`config.mk`:
```
export PLATFORM = sky130hd
export DESIGN_NAME = bram_stream_reader
export DESIGN_NICKNAME = d
export VERILOG_FILES = /design/src/rtl/bram_stream_reader_pkg.sv /design/src/rtl/bram_stream_reader_stream_fifo.sv /design/src/rtl/bram_stream_reader.sv
export SDC_FILE = /design/constraint.sdc
export NUM_CORES = 1
export LEC_CHECK = 0
export CORE_ASPECT_RATIO = 0.6
export CORE_MARGIN = 1
export CORE_UTILIZATION = 50
export CTS_BUF_LIST = sky130_fd_sc_hd__clkbuf_8
export DETAILED_ROUTE_END_ITERATION = 12
export PLACE_DENSITY = 0.76
export SLEW_MARGIN = 10
export SYNTH_ARGS = -nofsm -noshare
export SYNTH_HDL_FRONTEND = slang
export SYNTH_HIERARCHICAL = 1
export SYNTH_SLANG_ARGS = --single-unit
```
`constraint.sdc`:
```
create_clock -name clk -period 4.5 [get_ports clk]
set_input_delay 0.9 -clock clk [delete_from_list [all_inputs] [get_ports clk]]
set_output_delay 0.9 -clock clk [all_outputs]
set_load 0.05 [all_outputs]
```
`src/rtl/bram_stream_reader_pkg.sv`:
```
// bram_stream_reader_pkg: shared FSM encoding and BRAM address stride
package bram_stream_reader_pkg;
  typedef enum logic [1:0] {IDLE, ISSUE, DRAIN, FIN} state_t;
  localparam int STRIDE = 4;
endpackage

```
`src/rtl/bram_stream_reader_stream_fifo.sv`:
```
// stream_fifo: synchronous FIFO allowing same-cycle push and pop
module stream_fifo #(
  parameter int DEPTH = 4,
  parameter int WIDTH = 32,
  localparam int CW = $clog2(DEPTH + 1),
  localparam int AW = DEPTH > 1 ? $clog2(DEPTH) : 1
) (
  input  logic             clk,
  input  logic             rst,
  input  logic             push,
  input  logic             pop,
  input  logic [WIDTH-1:0] din,
  output logic [WIDTH-1:0] dout,
  output logic [CW-1:0]    count,
  output logic             empty,
  output logic             full
);
  logic [WIDTH-1:0] mem [DEPTH];
  logic [AW-1:0] wr, rd;
  logic do_push, do_pop;
  assign do_push = push && !full;
  assign do_pop = pop && !empty;
  assign empty = count == '0;
  assign full = count == CW'(DEPTH);
  assign dout = mem[rd];
  // storage write, no reset needed since count gates visibility
  always_ff @(posedge clk)
    if (do_push) mem[wr] <= din;
  // pointer and occupancy bookkeeping
  always_ff @(posedge clk)
    if (rst) begin
      wr <= '0;
      rd <= '0;
      count <= '0;
    end else begin
      if (do_push) wr <= wr == AW'(DEPTH - 1) ? '0 : wr + 1'b1;
      if (do_pop) rd <= rd == AW'(DEPTH - 1) ? '0 : rd + 1'b1;
      count <= count + CW'(do_push) - CW'(do_pop);
    end
endmodule

```
`src/rtl/bram_stream_reader.sv`:
```
// bram_stream_reader: credit-gated sequential BRAM reader feeding a valid/ready stream
module bram_stream_reader
  import bram_stream_reader_pkg::*;
#(
  parameter int ADDR_W = 32,
  parameter int DATA_W = 32,
  parameter int LEN_W = 16,
  parameter int FIFO_DEPTH = 4
) (
  input  logic              clk,
  input  logic              rst,
  input  logic              start,
  input  logic [ADDR_W-1:0] base_addr,
  input  logic [LEN_W-1:0]  len,
  output logic              busy,
  output logic              done,
  output logic              m_en,
  output logic [ADDR_W-1:0] m_addr,
  input  logic [DATA_W-1:0] m_R_data,
  output logic [3:0]        m_W_req,
  output logic [DATA_W-1:0] m_W_data,
  output logic              out_valid,
  output logic [DATA_W-1:0] out_data,
  input  logic              out_ready
);
  localparam int CW = $clog2(FIFO_DEPTH + 1);
  state_t state;
  logic [LEN_W-1:0] len_q, issued;
  logic [ADDR_W-1:0] cur_addr, last_addr;
  logic [1:0] inflight;
  logic rd_pend, push, pop, drain_ok;
  logic [CW-1:0] count;
  logic fifo_empty, fifo_full;
  logic [DATA_W-1:0] fifo_dout;
  assign m_W_req = 4'b0000;
  assign m_W_data = '0;
  assign m_en = state == ISSUE && issued < len_q && int'(count) + int'(inflight) < FIFO_DEPTH;
  assign m_addr = m_en ? cur_addr : last_addr;
  assign push = rd_pend && !fifo_full;
  assign pop = out_valid && out_ready;
  assign out_valid = !fifo_empty;
  assign out_data = fifo_empty ? '0 : fifo_dout;
  assign drain_ok = int'(count) + int'(push) - int'(pop) == 0 && int'(inflight) == int'(push);
  stream_fifo #(.DEPTH(FIFO_DEPTH), .WIDTH(DATA_W)) u_fifo (
    .clk(clk),
    .rst(rst),
    .push(push),
    .pop(pop),
    .din(m_R_data),
    .dout(fifo_dout),
    .count(count),
    .empty(fifo_empty),
    .full(fifo_full)
  );
  // job FSM plus read issue tracking; the read data lands one cycle after m_en
  always_ff @(posedge clk)
    if (rst) begin
      state <= IDLE;
      busy <= 1'b0;
      done <= 1'b0;
      len_q <= '0;
      issued <= '0;
      cur_addr <= '0;
      last_addr <= '0;
      inflight <= '0;
      rd_pend <= 1'b0;
    end else begin
      rd_pend <= m_en;
      inflight <= inflight + 2'(m_en) - 2'(push);
      done <= 1'b0;
      if (m_en) begin
        last_addr <= cur_addr;
        cur_addr <= cur_addr + ADDR_W'(STRIDE);
        issued <= issued + LEN_W'(1);
      end
      case (state)
        IDLE:
          if (start) begin
            len_q <= len;
            issued <= '0;
            cur_addr <= base_addr;
            state <= len == '0 ? FIN : ISSUE;
            busy <= len != '0;
            done <= len == '0;
          end
        ISSUE:
          if (m_en && issued + LEN_W'(1) == len_q) state <= DRAIN;
        DRAIN:
          if (drain_ok) begin
            state <= FIN;
            busy <= 1'b0;
            done <= 1'b1;
          end
        default:
          state <= IDLE;
      endcase
    end
endmodule

```
== Yosys cells after proc, flatten, opt, wreduce, memory -nomap -nowiden ==
Memory sizes are Yosys's and may differ from the RTL's. A register that Yosys moved wholly into a read port is not among the register bits.
Index checks and enable logic that the tools add are counted.
Operators by class
  add/subtract/negate cells: 11
  $lt $le $gt $ge: 2
  eq/ne operators: 10
  multiplexer cells: 25
  reduce and logical (&&, ||, !) cells: 19
Operator list (number)
  32-bit 2-to-1 mux: 5
  16-bit 2-to-1 mux: 3
  32-bit by 3-bit adder with 32-bit output, second input constant: 1
  32-bit logical NOT: 1
  16-bit by 1-bit adder with 16-bit output, second input constant: 1
  16-bit equality test: 1
  16-bit logical NOT: 1
  16-bit less-than comparator: 1
  2-bit 2-to-1 mux: 8
  16-bit nonzero test: 1
  1-bit logical AND: 8
  2-bit equality test, second input constant: 3
  1-bit 2-to-1 mux: 6
  2-bit case mux with 3 select lines: 1
  3-bit AND reduction: 2
  4-bit by 1-bit subtractor with 5-bit output: 1
  2-bit by 1-bit adder with 2-bit output, second input constant: 2
  3-bit by 1-bit adder with 4-bit output: 1
  3-bit by 2-bit adder with 4-bit output: 1
  4-bit by 3-bit less-than comparator with 1-bit output, second input constant: 1
  2-bit inequality test, second input constant: 2
  1-bit case mux with 2 select lines: 2
  3-bit by 1-bit adder with 3-bit output: 1
  3-bit equality test, second input constant: 1
  11 further kinds: 12
Storage, ports and cells
  register bits after elaboration: 110
  memory bits (writable): 128
  input port bits: 84
  output and inout port bits: 104
  word-level logic and storage cells: 80
  memories kept: 1
Memory list
  u_fifo.mem: words 4, bits a word 32, rd ports 1, clocked after memory_dff 1, write ports 1, line bram_stream_reader_stream_fifo.sv:18  | logic [WIDTH-1:0] mem [DEPTH];

== Longest topological paths before layout ==
  depth after elaboration: 9
  mapped depth: 16
  gate-level depth less buffers: 15

== Cells and area by module ==
The synthesis kept the hierarchy.
By module, submodules not included
  bram_stream_reader: instances 1, cells an instance 807, area each 6243.5 um^2, sequential area each 2062.0 um^2
  stream_fifo: instances 1, cells an instance 218, area each 5093.6 um^2, sequential area each 4023.9 um^2

== Worst setup path before layout ==
Ideal clock, no wire load.
  path type: reg-to-output
  start: reg issued[9]
  end: out m_addr[13]
  data arrival time: 3.001 ns
  setup slack: 0.599 ns
  stages on the path, launching flop included: 10
  cell sequence: dfxtp_1 > ha_1 > a21oi_2 > o21ai_2 > a2111oi_4 > a211oi_1 > or2_1 > buf_2 > buf_2 > o21ai_0
Between the ends
  longest elaborated chain between the ends: 4
Ends and longest elaborated chain
  from (decl): line bram_stream_reader.sv:28  | logic [LEN_W-1:0] len_q, issued;
  from (signal assigned): line bram_stream_reader.sv:74  | issued <= issued + LEN_W'(1);
  16-bit less-than comparator: line bram_stream_reader.sv:37  | assign m_en = state == ISSUE && issued < len_q && int'(count) + int'(inflight) < FIFO_DEPTH;
  1-bit logical AND (2 in series): line bram_stream_reader.sv:37
  32-bit 2-to-1 mux
  to (decl): line bram_stream_reader.sv:18  | output logic [ADDR_W-1:0] m_addr,
No other way between the ends.

== Worst setup path after layout ==
  start: reg issued[9]
  end: out m_en
Between the ends
  longest elaborated chain between the ends: 3
Ends and longest elaborated chain
  16-bit less-than comparator: line bram_stream_reader.sv:37
  1-bit logical AND (2 in series): line bram_stream_reader.sv:37
  to (decl): line bram_stream_reader.sv:17  | output logic m_en,
No other way between the ends.

==> run_results.csv <==
group,metric,value,unit
sta,final.min_clock_period,4180,ps
route,postRouteWirelength,24500,um
power_and_ir_drop,total_power,7.90,mW
layout,nFillCells,1785,
sta,post_route_setup_tns,0,ps
setup_path,r2r_cells,15,
clocking,tritoncts,"built",
synthesis,asyncSetResetFlopFracSynth,0,%
setup_path,cell_count_along_the_critical_path,8,
synthesis,synth_area_per_cell,11.1,um2
sta,fin_skew,20.2,ps
layout,synthesis_to_finish_area_growth,23.0,%
die,design.die.area,23300,um2
sta,timing.final.setup_violations,0,
power_and_ir_drop,cell_internal_pwr,4.70,mW
power_and_ir_drop,combPwrFrac,43.1,%
global_route,grt_pass1_wl,40500,um
setup_path,path_class,"flop to output pin",
clocking,cts_setup_buffers,0,
synthesis,synthDominantAreaCellType,"sky130_fd_sc_hd__edfxtp_1",
setup_path,critPathTopFamily,"buffers and inverters",
global_route,globalRouteTotalUtil,21.9,%
layout,instances_no_fill,1507,
synthesis,syn_area,11300,um2
route,drt_pre_antenna_iters,5,
placement,place.port_buffers,151,
sta,tightest_slew,883,ps
route,wire_per_inst,16.3,um
placement,routabilityCongestion,0.897,
synthesis,top_cell_type_s_share_of_synthesized_area,33.9,%
setup_path,path_buf_inv,2,
power_and_ir_drop,clockPowerShare,21.7,%
job,count_of_maximum_capacitance_violations,0,
synthesis,synth_cell_type_count,65,
power_and_ir_drop,static-leakage-power,5.06,nW
setup_path,worst_setup_path_end_kind,"output pin",
synthesis,synthesis.instances,1025,
power_and_ir_drop,power.switching,3.20,mW
setup_path,crit_chain,"ha_1 > a21oi_2 > o21ai_2 > a2111oi_4 > a211oi_2 > or2_4 > inv_1 > clkdlybuf4s50_1",
power_and_ir_drop,power_switching_share,40.5,%
placement,place_hpwl,16800,um
die,pin_count,188,
clocking,cts-root-to-sink-buffers,3,
global_route,grt_max_degree,79,
sta,rsz0062_at_grt,"false",
run_status,outcome,"finished clean",
power_and_ir_drop,ir_worst_vdd,0.000401,V
min_path,hold_path_depth,2,
route,route.detailed.drc,0,
sta,ratio_of_final_minimum_period_to_clock_period,93.0,%
clocking,clk-insertion-delay-late,530,ps
layout,num_antenna_cells,0,
layout,finish.net_count,1296,
synthesis,ys_seq_elements,240,
setup_path,required,3600,ps
placement,placed_cells_incl_taps,1440,
layout,drive_gt1_share,12.9,%
layout,layout.cells.most_common,"sky130_fd_sc_hd__nand2_1",
synthesis,synth_edf_count,128,
setup_path,timing.critical_path.from_type,"flop",
sta,max_freq,0.239,GHz
setup_path,max_stage_delay,800,ps
min_path,hold_class,"flop to flop",
route,number_of_routed_nets_with_antenna_violations,0,
clocking,numClockSinks,240,
global_route,number_of_antenna_violations_at_the_first_check_in_global_routing,1,
global_route,grt_pass1_vias,7733,
power_and_ir_drop,sequentialPowerShare,35.2,%
route,detail_route.vias_per_cell,5.23,
route,via_count,7882,
die,core,22100,um2
die,floorplan.initialDensity,51.2,%
clocking,ctsHtreeMaxLevel,2,
route,routed-wl-met2,10500,um
sta,drv_slew,0,
synthesis,synthesis.yosys.warnings,6,
die,die_w,196,um
die,die_height,119,um
route,detailroute.wirelength.met3,1740,um
route,top_signal_layer_used,"met5",
route,drt_first_iter_violations,615,
clocking,clk_pin_slew_worst_paths,60,ps
setup_path,timing.critical_path.slowest_stage_cell,"sky130_fd_sc_hd__clkdlybuf4s50_1",
global_route,grt.overflow.total,0,
setup_path,timing.critical_path.fanout_max,17,
sta,hold_viol_final,0,
layout,final_cell_mix,"sky130_fd_sc_hd__nand2_1 (156), sky130_fd_sc_hd__edfxtp_1 (128), sky130_fd_sc_hd__clkdlybuf4s50_1 (118), sky130_fd_sc_hd__dfxtp_1 (111), sky130_fd_sc_hd__nor2b_1 (70)",
clocking,tritoncts.num_buffers,38,
route,met1_length,11800,um
die,placement_rows,42,
setup_path,cp_data_arrival_time,3280,ps
sta,slew-limit-headroom,41.1,%
clocking,cts_root_buf,"sky130_fd_sc_hd__clkbuf_8",
power_and_ir_drop,p_per_area,567,nW/um2
synthesis,synth-main-ff-cell,"sky130_fd_sc_hd__edfxtp_1",
synthesis,synth.yosys.seq_area_share,53.7,%
synthesis,leading_cell_types_by_total_area_after_synthesis,"sky130_fd_sc_hd__edfxtp_1 (34%), sky130_fd_sc_hd__dfxtp_1 (20%), sky130_fd_sc_hd__mux4_2 (6.4%)",
## stage by stage
stage	area, um2	util, %	setup WS, ps	hold WS (ps)
after floorplan	11500	-	599	436
after CTS	13900	63.0	96.7	458
final	13900	63.0	317	459
after detailed placement	13200	59.8	680	450
after global routing	13900	63.0	160	502
after global placement	13200	59.8	775	450
## synthesized netlist by cell type, types with 3 or more instances
cell type	count
sky130_fd_sc_hd__inv_1	47
sky130_fd_sc_hd__a21oi_1	29
sky130_fd_sc_hd__o21ai_0	16
sky130_fd_sc_hd__o31ai_1	6
sky130_fd_sc_hd__clkbuf_1	28
sky130_fd_sc_hd__nand4_1	15
sky130_fd_sc_hd__a311oi_1	11
sky130_fd_sc_hd__and3_2	3
sky130_fd_sc_hd__mux4_2	32
sky130_fd_sc_hd__buf_4	39
sky130_fd_sc_hd__nor3_2	5
sky130_fd_sc_hd__buf_1	8
sky130_fd_sc_hd__nor3_1	15
sky130_fd_sc_hd__xor2_1	20
sky130_fd_sc_hd__or3_1	7
sky130_fd_sc_hd__nor2_1	68
sky130_fd_sc_hd__dfxtp_1	112
sky130_fd_sc_hd__nor4_1	10
sky130_fd_sc_hd__edfxtp_1	128
sky130_fd_sc_hd__a211oi_1	22
sky130_fd_sc_hd__nand3_1	21
sky130_fd_sc_hd__and2_1	8
sky130_fd_sc_hd__buf_2	14
sky130_fd_sc_hd__nor2b_1	70
sky130_fd_sc_hd__and4_1	5
sky130_fd_sc_hd__ha_1	38
sky130_fd_sc_hd__and3_1	7
sky130_fd_sc_hd__xnor2_1	36
sky130_fd_sc_hd__nand2_1	157
## kinds of logic after synthesis
family	after synthesis	share of synthesized area [%]
flip-flops	240	53.7
multiplexers	35	6.63
AO/OA/AOI/OAI	109	6.83
buffers and inverters	139	6.18
other	1	0.0331
XOR/XNOR	56	4.33
adder cells (fa/ha/maj)	40	4.55
AND/OR/NAND/NOR	405	17.8
## flip-flops by register name, indices dropped and copies added (netlist names), named ones only
register,flops
rd_pend,1
inflight,2
u_fifo/rd,2
u_fifo/wr,2
cur_addr,32
done,1
u_fifo/mem,128
last_addr,32
issued,16
busy,1
len_q,16
u_fifo/count,3
state,2
## power groups by stage
| stage | registers, mW | logic (mW) | clock network, mW |
|---|---|---|---|
| 2_1_floorplan | 2.76 | 2.30 | 0 |
| 3_3_place_gp | 2.81 | 3.36 | 0 |
| 3_5_place_dp | 2.82 | 3.40 | 0 |
| 4_1_cts | 2.78 | 3.42 | 1.76 |
| 5_1_grt | 2.82 | 3.66 | 1.86 |
| 6_report | 2.78 | 3.41 | 1.71 |
## what timing repair did
item | in CTS | in global routing
setup endpoints to repair | 0 | 27
gates resized for setup | 0 | 2
hold endpoints to repair | 0 | 0
hold buffers | 0 | 0
## area by class of cell
type                            instances  area [um2]  area share [%]
Clock buffer                           44         606            4.34
Clock inverter                         23        92.6           0.664
Inverter                               48         180            1.29
Multi-Input combinational cell        681        4700            33.7
Sequential cell                       240        6090            43.7
Tap cell                              308         385            2.76
Timing Repair Buffer                  163        1890            13.6
## worst reg2reg max path: stages (launching register included)
cell                      delay (ps)
sky130_fd_sc_hd__dfxtp_1         440
sky130_fd_sc_hd__nor3_2          240
sky130_fd_sc_hd__buf_4           400
sky130_fd_sc_hd__nor2b_1         130
sky130_fd_sc_hd__ha_1            300
sky130_fd_sc_hd__inv_1            50
sky130_fd_sc_hd__ha_1            160
sky130_fd_sc_hd__inv_1            60
sky130_fd_sc_hd__fa_1            410
sky130_fd_sc_hd__xor2_1          180
sky130_fd_sc_hd__o21ai_0         140
sky130_fd_sc_hd__nand3_1         130
sky130_fd_sc_hd__and2_1          190
sky130_fd_sc_hd__a21oi_1         200
sky130_fd_sc_hd__and2_1          200
sky130_fd_sc_hd__o31ai_1          70
## routing by layer
layer | up-vias | GRT usage, %
met3 | 44 | 5.71
met1 | 3758 | 32.4
met5 | - | 0
met2 | 245 | 31.8
met4 | 2 | 5.71
li1 | 3833 | -
## worst paths after layout
kind	end	startpoint	slack [ps]
max	m_en	issued[9]$_SDFF_PP0_	320
min	cur_addr[0]$_SDFFE_PP0P_	cur_addr[0]$_SDFFE_PP0P_	460
max reg2reg	state[0]$_SDFFE_PP0P_	u_fifo/count[1]$_SDFF_PP0_	1070
min reg2reg	cur_addr[0]$_SDFFE_PP0P_	cur_addr[0]$_SDFFE_PP0P_	460
(Power assumes the default switching activity.)
